`config.mk`:
```
export PLATFORM = sky130hd
export DESIGN_NAME = idu_pipe
export DESIGN_NICKNAME = d
export VERILOG_FILES = /design/src/rtl/idu_pipe.sv
export SDC_FILE = /design/constraint.sdc
export NUM_CORES = 1
export LEC_CHECK = 0
export CAP_MARGIN = 20
export CORE_UTILIZATION = 42
export CTS_CLUSTER_SIZE = 20
export DETAILED_ROUTE_END_ITERATION = 6
export GPL_TIMING_DRIVEN = 0
export HOLD_SLACK_MARGIN = 0.1
export PLACE_DENSITY = 0.78
export SYNTH_ARGS = -nofsm -noshare
export SYNTH_HDL_FRONTEND = slang
export SYNTH_SLANG_ARGS = --single-unit
export TNS_END_PERCENT = 30
```
`constraint.sdc`:
```
create_clock -name clk -period 2.8 [get_ports clk]
set_input_delay 0.56 -clock clk [delete_from_list [all_inputs] [get_ports clk]]
set_output_delay 0.56 -clock clk [all_outputs]
set_load 0.1 [all_outputs]
```
`src/rtl/idu_pipe.sv`:
```
`default_nettype none
// ============================================================================
// idu_pipe : single-entry RV32/64 decode stage (OP-IMM, LUI, AUIPC, EBREAK)
//            with a valid/ready handshake and a registered result.
// Rev 1.0
// ============================================================================
module idu_pipe #(
  parameter int XLEN   = 32,
  parameter int CNT_W  = 16,
  parameter int EN_SYS = 1
) (
  input  logic             clk,
  input  logic             rst_n,
  input  logic             flush,
  input  logic             in_valid,
  output logic             in_ready,
  input  logic [31:0]      in_inst,
  input  logic [XLEN-1:0]  in_pc,
  output logic             out_valid,
  input  logic             out_ready,
  output logic [XLEN-1:0]  out_pc,
  output logic [4:0]       out_rd,
  output logic [4:0]       out_rs1,
  output logic [4:0]       out_rs2,
  output logic [XLEN-1:0]  out_imm,
  output logic [3:0]       out_alu_op,
  output logic             out_src_pc,
  output logic             out_wen,
  output logic             out_ebreak,
  output logic             out_illegal,
  output logic [CNT_W-1:0] dec_cnt,
  output logic             illegal_seen
);

  localparam logic [6:0]  C_OP_IMM = 7'b0010011;
  localparam logic [6:0]  C_LUI    = 7'b0110111;
  localparam logic [6:0]  C_AUIPC  = 7'b0010111;
  localparam logic [31:0] C_EBREAK = 32'h0010_0073;

  localparam logic [3:0] C_ALU_ADD  = 4'd0;
  localparam logic [3:0] C_ALU_SLL  = 4'd1;
  localparam logic [3:0] C_ALU_SLT  = 4'd2;
  localparam logic [3:0] C_ALU_SLTU = 4'd3;
  localparam logic [3:0] C_ALU_XOR  = 4'd4;
  localparam logic [3:0] C_ALU_SRL  = 4'd5;
  localparam logic [3:0] C_ALU_OR   = 4'd6;
  localparam logic [3:0] C_ALU_AND  = 4'd7;
  localparam logic [3:0] C_ALU_SRA  = 4'd13;

  logic signed [11:0] imm_i;
  logic signed [31:0] imm_u;
  logic               sh_zero;
  logic               sh_arith;
  logic [XLEN-1:0]    shamt;

  logic [4:0]      dec_rd, dec_rs1, dec_rs2;
  logic [XLEN-1:0] dec_imm;
  logic [3:0]      dec_alu_op;
  logic            dec_src_pc, dec_wen, dec_ebreak, dec_illegal;

  logic             accept, handoff;
  logic             valid_q, valid_d;
  logic [XLEN-1:0]  pc_q, pc_d, imm_q, imm_d;
  logic [4:0]       rd_q, rd_d, rs1_q, rs1_d, rs2_q, rs2_d;
  logic [3:0]       alu_op_q, alu_op_d;
  logic             src_pc_q, src_pc_d, wen_q, wen_d;
  logic             ebreak_q, ebreak_d, illegal_q, illegal_d;
  logic [CNT_W-1:0] cnt_q, cnt_d;
  logic             ill_seen_q, ill_seen_d;

  assign imm_i = in_inst[31:20];
  assign imm_u = {in_inst[31:12], 12'b0};

  // RV64 widens shamt to 6 bits, so only inst[31:26] remain as funct bits
  always_comb begin
    if (XLEN == 64) begin
      sh_zero  = (in_inst[31:26] == 6'b000000);
      sh_arith = (in_inst[31:26] == 6'b010000);
      shamt    = XLEN'(in_inst[25:20]);
    end else begin
      sh_zero  = (in_inst[31:25] == 7'b0000000);
      sh_arith = (in_inst[31:25] == 7'b0100000);
      shamt    = XLEN'(in_inst[24:20]);
    end
  end

  always_comb begin
    dec_rd      = in_inst[11:7];
    dec_rs1     = in_inst[19:15];
    dec_rs2     = in_inst[24:20];
    dec_imm     = '0;
    dec_alu_op  = C_ALU_ADD;
    dec_src_pc  = 1'b0;
    dec_wen     = 1'b0;
    dec_ebreak  = 1'b0;
    dec_illegal = 1'b0;
    case (in_inst[6:0])
      C_OP_IMM: begin
        dec_imm = XLEN'(imm_i);
        dec_wen = 1'b1;
        case (in_inst[14:12])
          3'b000: dec_alu_op = C_ALU_ADD;
          3'b010: dec_alu_op = C_ALU_SLT;
          3'b011: dec_alu_op = C_ALU_SLTU;
          3'b100: dec_alu_op = C_ALU_XOR;
          3'b110: dec_alu_op = C_ALU_OR;
          3'b111: dec_alu_op = C_ALU_AND;
          3'b001: begin
            dec_imm     = shamt;
            dec_alu_op  = C_ALU_SLL;
            dec_illegal = !sh_zero;
          end
          default: begin
            dec_imm = shamt;
            if (sh_zero)       dec_alu_op  = C_ALU_SRL;
            else if (sh_arith) dec_alu_op  = C_ALU_SRA;
            else               dec_illegal = 1'b1;
          end
        endcase
      end
      C_LUI: begin
        dec_rs1 = 5'd0;
        dec_imm = XLEN'(imm_u);
        dec_wen = 1'b1;
      end
      C_AUIPC: begin
        dec_imm    = XLEN'(imm_u);
        dec_src_pc = 1'b1;
        dec_wen    = 1'b1;
      end
      default: begin
        if ((EN_SYS != 0) && (in_inst == C_EBREAK)) begin
          dec_ebreak = 1'b1;
          dec_rd     = 5'd0;
          dec_rs1    = 5'd0;
          dec_rs2    = 5'd0;
        end else begin
          dec_illegal = 1'b1;
        end
      end
    endcase
    // rs2 stays raw on illegal encodings; everything else is squashed
    if (dec_illegal) begin
      dec_rd     = 5'd0;
      dec_rs1    = 5'd0;
      dec_imm    = '0;
      dec_alu_op = C_ALU_ADD;
      dec_wen    = 1'b0;
      dec_src_pc = 1'b0;
      dec_ebreak = 1'b0;
    end
  end

  assign in_ready = !valid_q || out_ready;
  assign accept   = in_valid && in_ready && !flush;
  assign handoff  = valid_q && out_ready && !flush;

  always_comb begin
    valid_d    = valid_q;
    pc_d       = pc_q;
    rd_d       = rd_q;
    rs1_d      = rs1_q;
    rs2_d      = rs2_q;
    imm_d      = imm_q;
    alu_op_d   = alu_op_q;
    src_pc_d   = src_pc_q;
    wen_d      = wen_q;
    ebreak_d   = ebreak_q;
    illegal_d  = illegal_q;
    cnt_d      = cnt_q;
    ill_seen_d = ill_seen_q;
    if (flush) begin
      valid_d = 1'b0;
    end else if (accept) begin
      valid_d   = 1'b1;
      pc_d      = in_pc;
      rd_d      = dec_rd;
      rs1_d     = dec_rs1;
      rs2_d     = dec_rs2;
      imm_d     = dec_imm;
      alu_op_d  = dec_alu_op;
      src_pc_d  = dec_src_pc;
      wen_d     = dec_wen;
      ebreak_d  = dec_ebreak;
      illegal_d = dec_illegal;
    end else if (handoff) begin
      valid_d = 1'b0;
    end
    if (handoff) begin
      cnt_d = cnt_q + CNT_W'(1);
      if (illegal_q) ill_seen_d = 1'b1;
    end
  end

  always_ff @(posedge clk or negedge rst_n) begin
    if (!rst_n) begin
      valid_q    <= 1'b0;
      pc_q       <= '0;
      rd_q       <= '0;
      rs1_q      <= '0;
      rs2_q      <= '0;
      imm_q      <= '0;
      alu_op_q   <= '0;
      src_pc_q   <= 1'b0;
      wen_q      <= 1'b0;
      ebreak_q   <= 1'b0;
      illegal_q  <= 1'b0;
      cnt_q      <= '0;
      ill_seen_q <= 1'b0;
    end else begin
      valid_q    <= valid_d;
      pc_q       <= pc_d;
      rd_q       <= rd_d;
      rs1_q      <= rs1_d;
      rs2_q      <= rs2_d;
      imm_q      <= imm_d;
      alu_op_q   <= alu_op_d;
      src_pc_q   <= src_pc_d;
      wen_q      <= wen_d;
      ebreak_q   <= ebreak_d;
      illegal_q  <= illegal_d;
      cnt_q      <= cnt_d;
      ill_seen_q <= ill_seen_d;
    end
  end

  assign out_valid    = valid_q;
  assign out_pc       = pc_q;
  assign out_rd       = rd_q;
  assign out_rs1      = rs1_q;
  assign out_rs2      = rs2_q;
  assign out_imm      = imm_q;
  assign out_alu_op   = alu_op_q;
  assign out_src_pc   = src_pc_q;
  assign out_wen      = wen_q;
  assign out_ebreak   = ebreak_q;
  assign out_illegal  = illegal_q;
  assign dec_cnt      = cnt_q;
  assign illegal_seen = ill_seen_q;

endmodule
`default_nettype wire

```
==> Word level (Yosys, flattened, before mapping) <==
Cells that the tools add are included.
{ "word_totals": {"reg_bits": 105, "out_inout_bits": 106, "word_cells": 74} }
{ "classes": {"n_addsub": 1, "eq_ne": 11, "muxes": 31, "bitwise": 1, "n_reduce_logical": 17} }
{ "op_table": {"columns": ["cell", "n"], "rows": [
  ["$mux W32", 2],
  ["$pmux W32 S2", 1],
  ["$mux W5", 7],
  ["$eq A32 B21 Y1 const B", 1],
  ["$pmux W4 S7", 1],
  ["$add A16 B1 Y16 const B", 1],
  ["$mux W4", 4],
  ["$eq A7 B5 Y1 const B", 2],
  ["$eq A7 B6 Y1 const B", 2],
  ["$mux W1", 13],
  ["$pmux W5 S2", 1],
  ["$eq A3 B3 Y1 const B", 3],
  ["$logic_not A7 Y1", 1],
  ["$eq A3 B2 Y1 const B", 2],
  ["$reduce_or A6 Y1", 1],
  ["$logic_and A1 B1 Y1", 4],
  ["$pmux W1 S2", 2],
  ["$reduce_and A2 Y1", 2],
  ["$reduce_or A2 Y1", 2],
  ["$eq A3 B1 Y1 const B", 1],
  ["$logic_not A1 Y1", 3],
  ["$logic_not A3 Y1", 1],
  ["$reduce_bool A3 Y1", 1],
  ["$reduce_or A3 Y1", 1],
  ["2 further kinds", 2]
]} }

==> Depth between registers and ports, before layout <==
{ "logic_depth": {"word_depth": 6, "mapped_depth": 8, "mapped_depth_nobuf": 5} }

==> Worst setup path after synthesis <==
OpenSTA, ideal clock, no wires.
{ "synth_timing": {"path_type": "reg-to-reg", "start": "register valid_q (netlist: out_valid)", "end": "register pc_q[10] (netlist: out_pc[10])", "t_arrival_ns": 2.904, "path_slack_ns": -0.173, "stages_incl_launch_ff": 9, "cell_sequence": "dfrtp_1 nor2b_1 inv_1 nand3b_1 clkbuf_1 clkbuf_1 buf_2 nand2_1 nand2_1"} }
{ "synth_via": {"elab_chain_cells": 5} }
{ "synth_lines": {"columns": ["element", "line", "text"], "rows": [
  ["start, declared", "62", "logic valid_q, valid_d;"],
  ["start signal, assigned", "211", "valid_q <= valid_d;"],
  ["$logic_not A1 Y1", "154", "assign in_ready = !valid_q || out_ready;"],
  ["$logic_or A1 B1 Y1", "154", null],
  ["net in_ready", "16", "output logic in_ready,"],
  ["$logic_and A1 B1 Y1 (2 in a row)", "155", "assign accept = in_valid && in_ready && !flush;"],
  ["$reduce_and A2 Y1 (no source line)", null, null],
  ["end signal, assigned", "212", "pc_q <= pc_d;"],
  ["end, declared", "63", "logic [XLEN-1:0] pc_q, pc_d, imm_q, imm_d;"]
]} }
The timed path passes the listed nets, and every way through them passes these cells.
A chain may end at the register's enable or synchronous reset.

==> Worst setup path in the final report <==
{ "layout_timing": {"start": "input port out_ready", "end": "output port in_ready"} }
{ "layout_via": {"elab_chain_cells": 1} }
{ "layout_lines": {"columns": ["element", "line", "text"], "rows": [
  ["start, declared", "20", "input logic out_ready,"],
  ["$logic_or A1 B1 Y1", "154", null],
  ["end, declared", "16", null]
]} }
Every way passes these cells.

==> results.sh <==
export IMPL_htree_num_levels=3
export IMPL_synth_area_leaders="dfrtp_1 (61%), nand2_1 (12%), a22o_1 (4.4%)"
export IMPL_num_antenna_cells=0
export IMPL_required_ns=2.24
export IMPL_port_buffers=173
export IMPL_r2r_start="out_valid$_DFFE_PN0P_"
export IMPL_syn_inst=413
export IMPL_post_cts_resized=1
export IMPL_clock_latency_ns=0.36
export IMPL_num_vias=3807
export IMPL_wl_per_cell_um=16.76
export IMPL_grt_pass1_wl_mm=20.20
export IMPL_area_delta_synth_final_pct=48.92
export IMPL_grt_ovfl_total=0
export IMPL_clkTransAtPathRegs_ns=0.10
export IMPL_ys_ff_latch=105
export IMPL_drt_iter0_drc=211
export IMPL_holdBufCountCts=0
export IMPL_gp_congestion=0.7940
export IMPL_drc=0
export IMPL_cts_sinks=105
export IMPL_dieArea_um2=10740
export IMPL_worst_hold_slack_ns=0.2128
export IMPL_core_um2=9910
export IMPL_chipHeight_um=103.6
export IMPL_hpwl_mm=9.175
export IMPL_fmax_mhz=375.3
export IMPL_syn_area_per_cell_um2=10.50
export IMPL_worst_pin_slew_ns=1.032
export IMPL_power_density_nw_per_um2=635.3
export IMPL_hold_viol_final=0
export IMPL_end_kind="output pin"
export IMPL_grt_pass1_vias=3840
export IMPL_layout_common_cells="clkdlybuf4s50_1 (171), nand2_1 (142), dfrtp_1 (104), a22o_1 (22), a21oi_1 (21)"
export IMPL_timing_final_max_slew_violations=0
export IMPL_num_rows=36
export IMPL_synth_distinct_cells=37
export IMPL_synth_largest_area_cell="dfrtp_1"
export IMPL_antenna_found_initial=0
export IMPL_final_common_cell="clkdlybuf4s50_1"
export IMPL_track_usage_pct=23.74
export IMPL_crit_slowest_cell="dlygate4sd2_1"
export IMPL_routed_wl_mm=12.34
export IMPL_outcome="complete, no violations"
export IMPL_cp_slowest_stage_delay_ns=0.85
export IMPL_path_cells="clkdlybuf4s50_1 > nor2b_1 > inv_1 > dlygate4sd2_1"
export IMPL_power_leakage_nw=2.868
export IMPL_post_cts_setup_buffers=0
export IMPL_nets=668
export IMPL_reg2reg_depth=8
export IMPL_cts_max_path_buffers=2
export IMPL_synth_warnings=0
export IMPL_period_minus_slack_ns=2.664
export IMPL_syn_num_nets=483
export IMPL_max_slew_margin_pct=30.97
export IMPL_setup_viol=0
export IMPL_critPathKind="in -> out"
export IMPL_fin_tns_setup_ns=0
export IMPL_viasPerCell=5.173
export IMPL_die_w_um=103.6
export IMPL_rsz0062_at_grt="no"
export IMPL_start_util_pct=43.78
export IMPL_min_path_type="in -> async"
export IMPL_fin_total_pwr_w=0.004104
export IMPL_cts_tree="done"
export IMPL_yosysSeqAreaShare_pct=60.57
export IMPL_cts_made_buffers=9
export IMPL_drive_above_1_share_pct=8.126
export IMPL_root_buffer="clkbuf_8"
export IMPL_dr_pass1_iters=5
export IMPL_place_ws_ns=-0.1542
export IMPL_grt_max_degree=58
export IMPL_cp_arrival_ns=2.10
export IMPL_crit_fanout=3
export IMPL_ir_worst_vdd_mv=0.6197
export IMPL_synth_top_area_share_pct=60.57
export IMPL_syn_cell_area_um2=4338
export IMPL_ioPinCount=175
export IMPL_postRouteAntennaNets=0
export IMPL_finalWorstSetupSlack_ns=0.1357
export IMPL_critical_path_startpoint="out_ready"
export IMPL_skew_ns=0.01570
export IMPL_period_share_pct=95.15
export IMPL_worst_setup_path_start_kind="input pin"
export IMPL_cap_violations=0
-- through the flow --
stage | instances | utilization (%) | cell area, um^2
4_1_cts | 736 | 65.18 | 6459
2_1_floorplan | 413 | - | 4339
5_1_grt | 736 | 65.19 | 6460
6_report | 736 | 65.19 | 6460
3_5_place_dp | 720 | 63.19 | 6262
3_3_place_gp | 719 | 62.94 | 6237
-- sequential cells by signal, summed over array words and instances (netlist names), 4 cells and up --
| name | cells |
|---|---|
| dec_cnt | 16 |
| out_pc | 32 |
| out_rs2 | 5 |
| out_imm | 32 |
| out_rd | 5 |
| out_rs1 | 5 |
| out_alu_op | 4 |
-- kinds of logic (layout without fill, tap and decap cells) --
kind of cell    after synthesis  after routing  share of synthesized area, %
buf+inv                      25            215                         2.596
xor+xnor                     15             15                         3.029
flops                       105            105                         60.57
compound gates               75             75                         13.53
fa+ha+maj                     1              1                        0.2884
simple gates                190            190                         19.47
mux                           2              2                        0.5191
-- power by group --
| group | internal [W] | switching (W) | leakage (nW) |
|---|---|---|---|
| sequential | 0.00163 | 0.0000849 | 1.39 |
| combinational | 0.000350 | 0.00109 | 1.39 |
| clock | 0.000439 | 0.000511 | 0.0888 |
| total | 0.00242 | 0.00169 | 2.87 |
-- final cells by class --
cell class	instances	area (um^2)
multi-input cells	283	1598
clock inverters	4	52.55
inverters	4	15.01
plain buffers	21	98.84
clock buffers	12	145.1
fillers	803	3450
flip-flops and latches	105	2629
well taps	133	166.4
repair buffers	174	1755
-- synthesized netlist by cell type (all sizes together) --
master    n
a21oi    21
nand2   142
mux2      2
or2       1
a211o     1
nand4     5
nor2b     4
a22o     22
a21o      1
a211oi    2
nor3      4
xnor2    12
a32o      3
o22ai     1
ha        1
nand4b    2
nor4      6
inv       4
or4       2
nand3     5
nor4b     2
o21ai    22
xor2      3
dfrtp   105
and4      3
o41a      1
nor2      5
o41ai     1
or3       3
buf       5
nand3b    2
clkbuf   16
nor3b     1
and3      3
-- final timing paths --
| path | endpoint | slack (ns) |
|---|---|---|
| worst min register to register | dec_cnt[15]$_DFFE_PN0P_ | 0.48 |
| max in group asynchronous | out_imm[26]$_DFFE_PN0P_ | 1.88 |
| worst max register to register | out_pc[10]$_DFFE_PN0P_ | 0.61 |
| worst max-delay path | in_ready | 0.14 |
| min in group clk | dec_cnt[15]$_DFFE_PN0P_ | 0.48 |
| worst min-delay path | dec_cnt[3]$_DFFE_PN0P_ | 0.21 |
-- layer usage --
layer / routed length (um) / global-route usage, %
met2: 6100 / 39.60
met1: 5310 / 30.77
met5: 0 / 0
met4: 199 / 7.764
met3: 727 / 5.160
-- critical path, delay by kind of cell --
kind | cells | cell delay (ns)
buffers and inverters | 3 | 1.45
and+or+nand+nor | 1 | 0.09
Power figures use the tool's default switching activity.
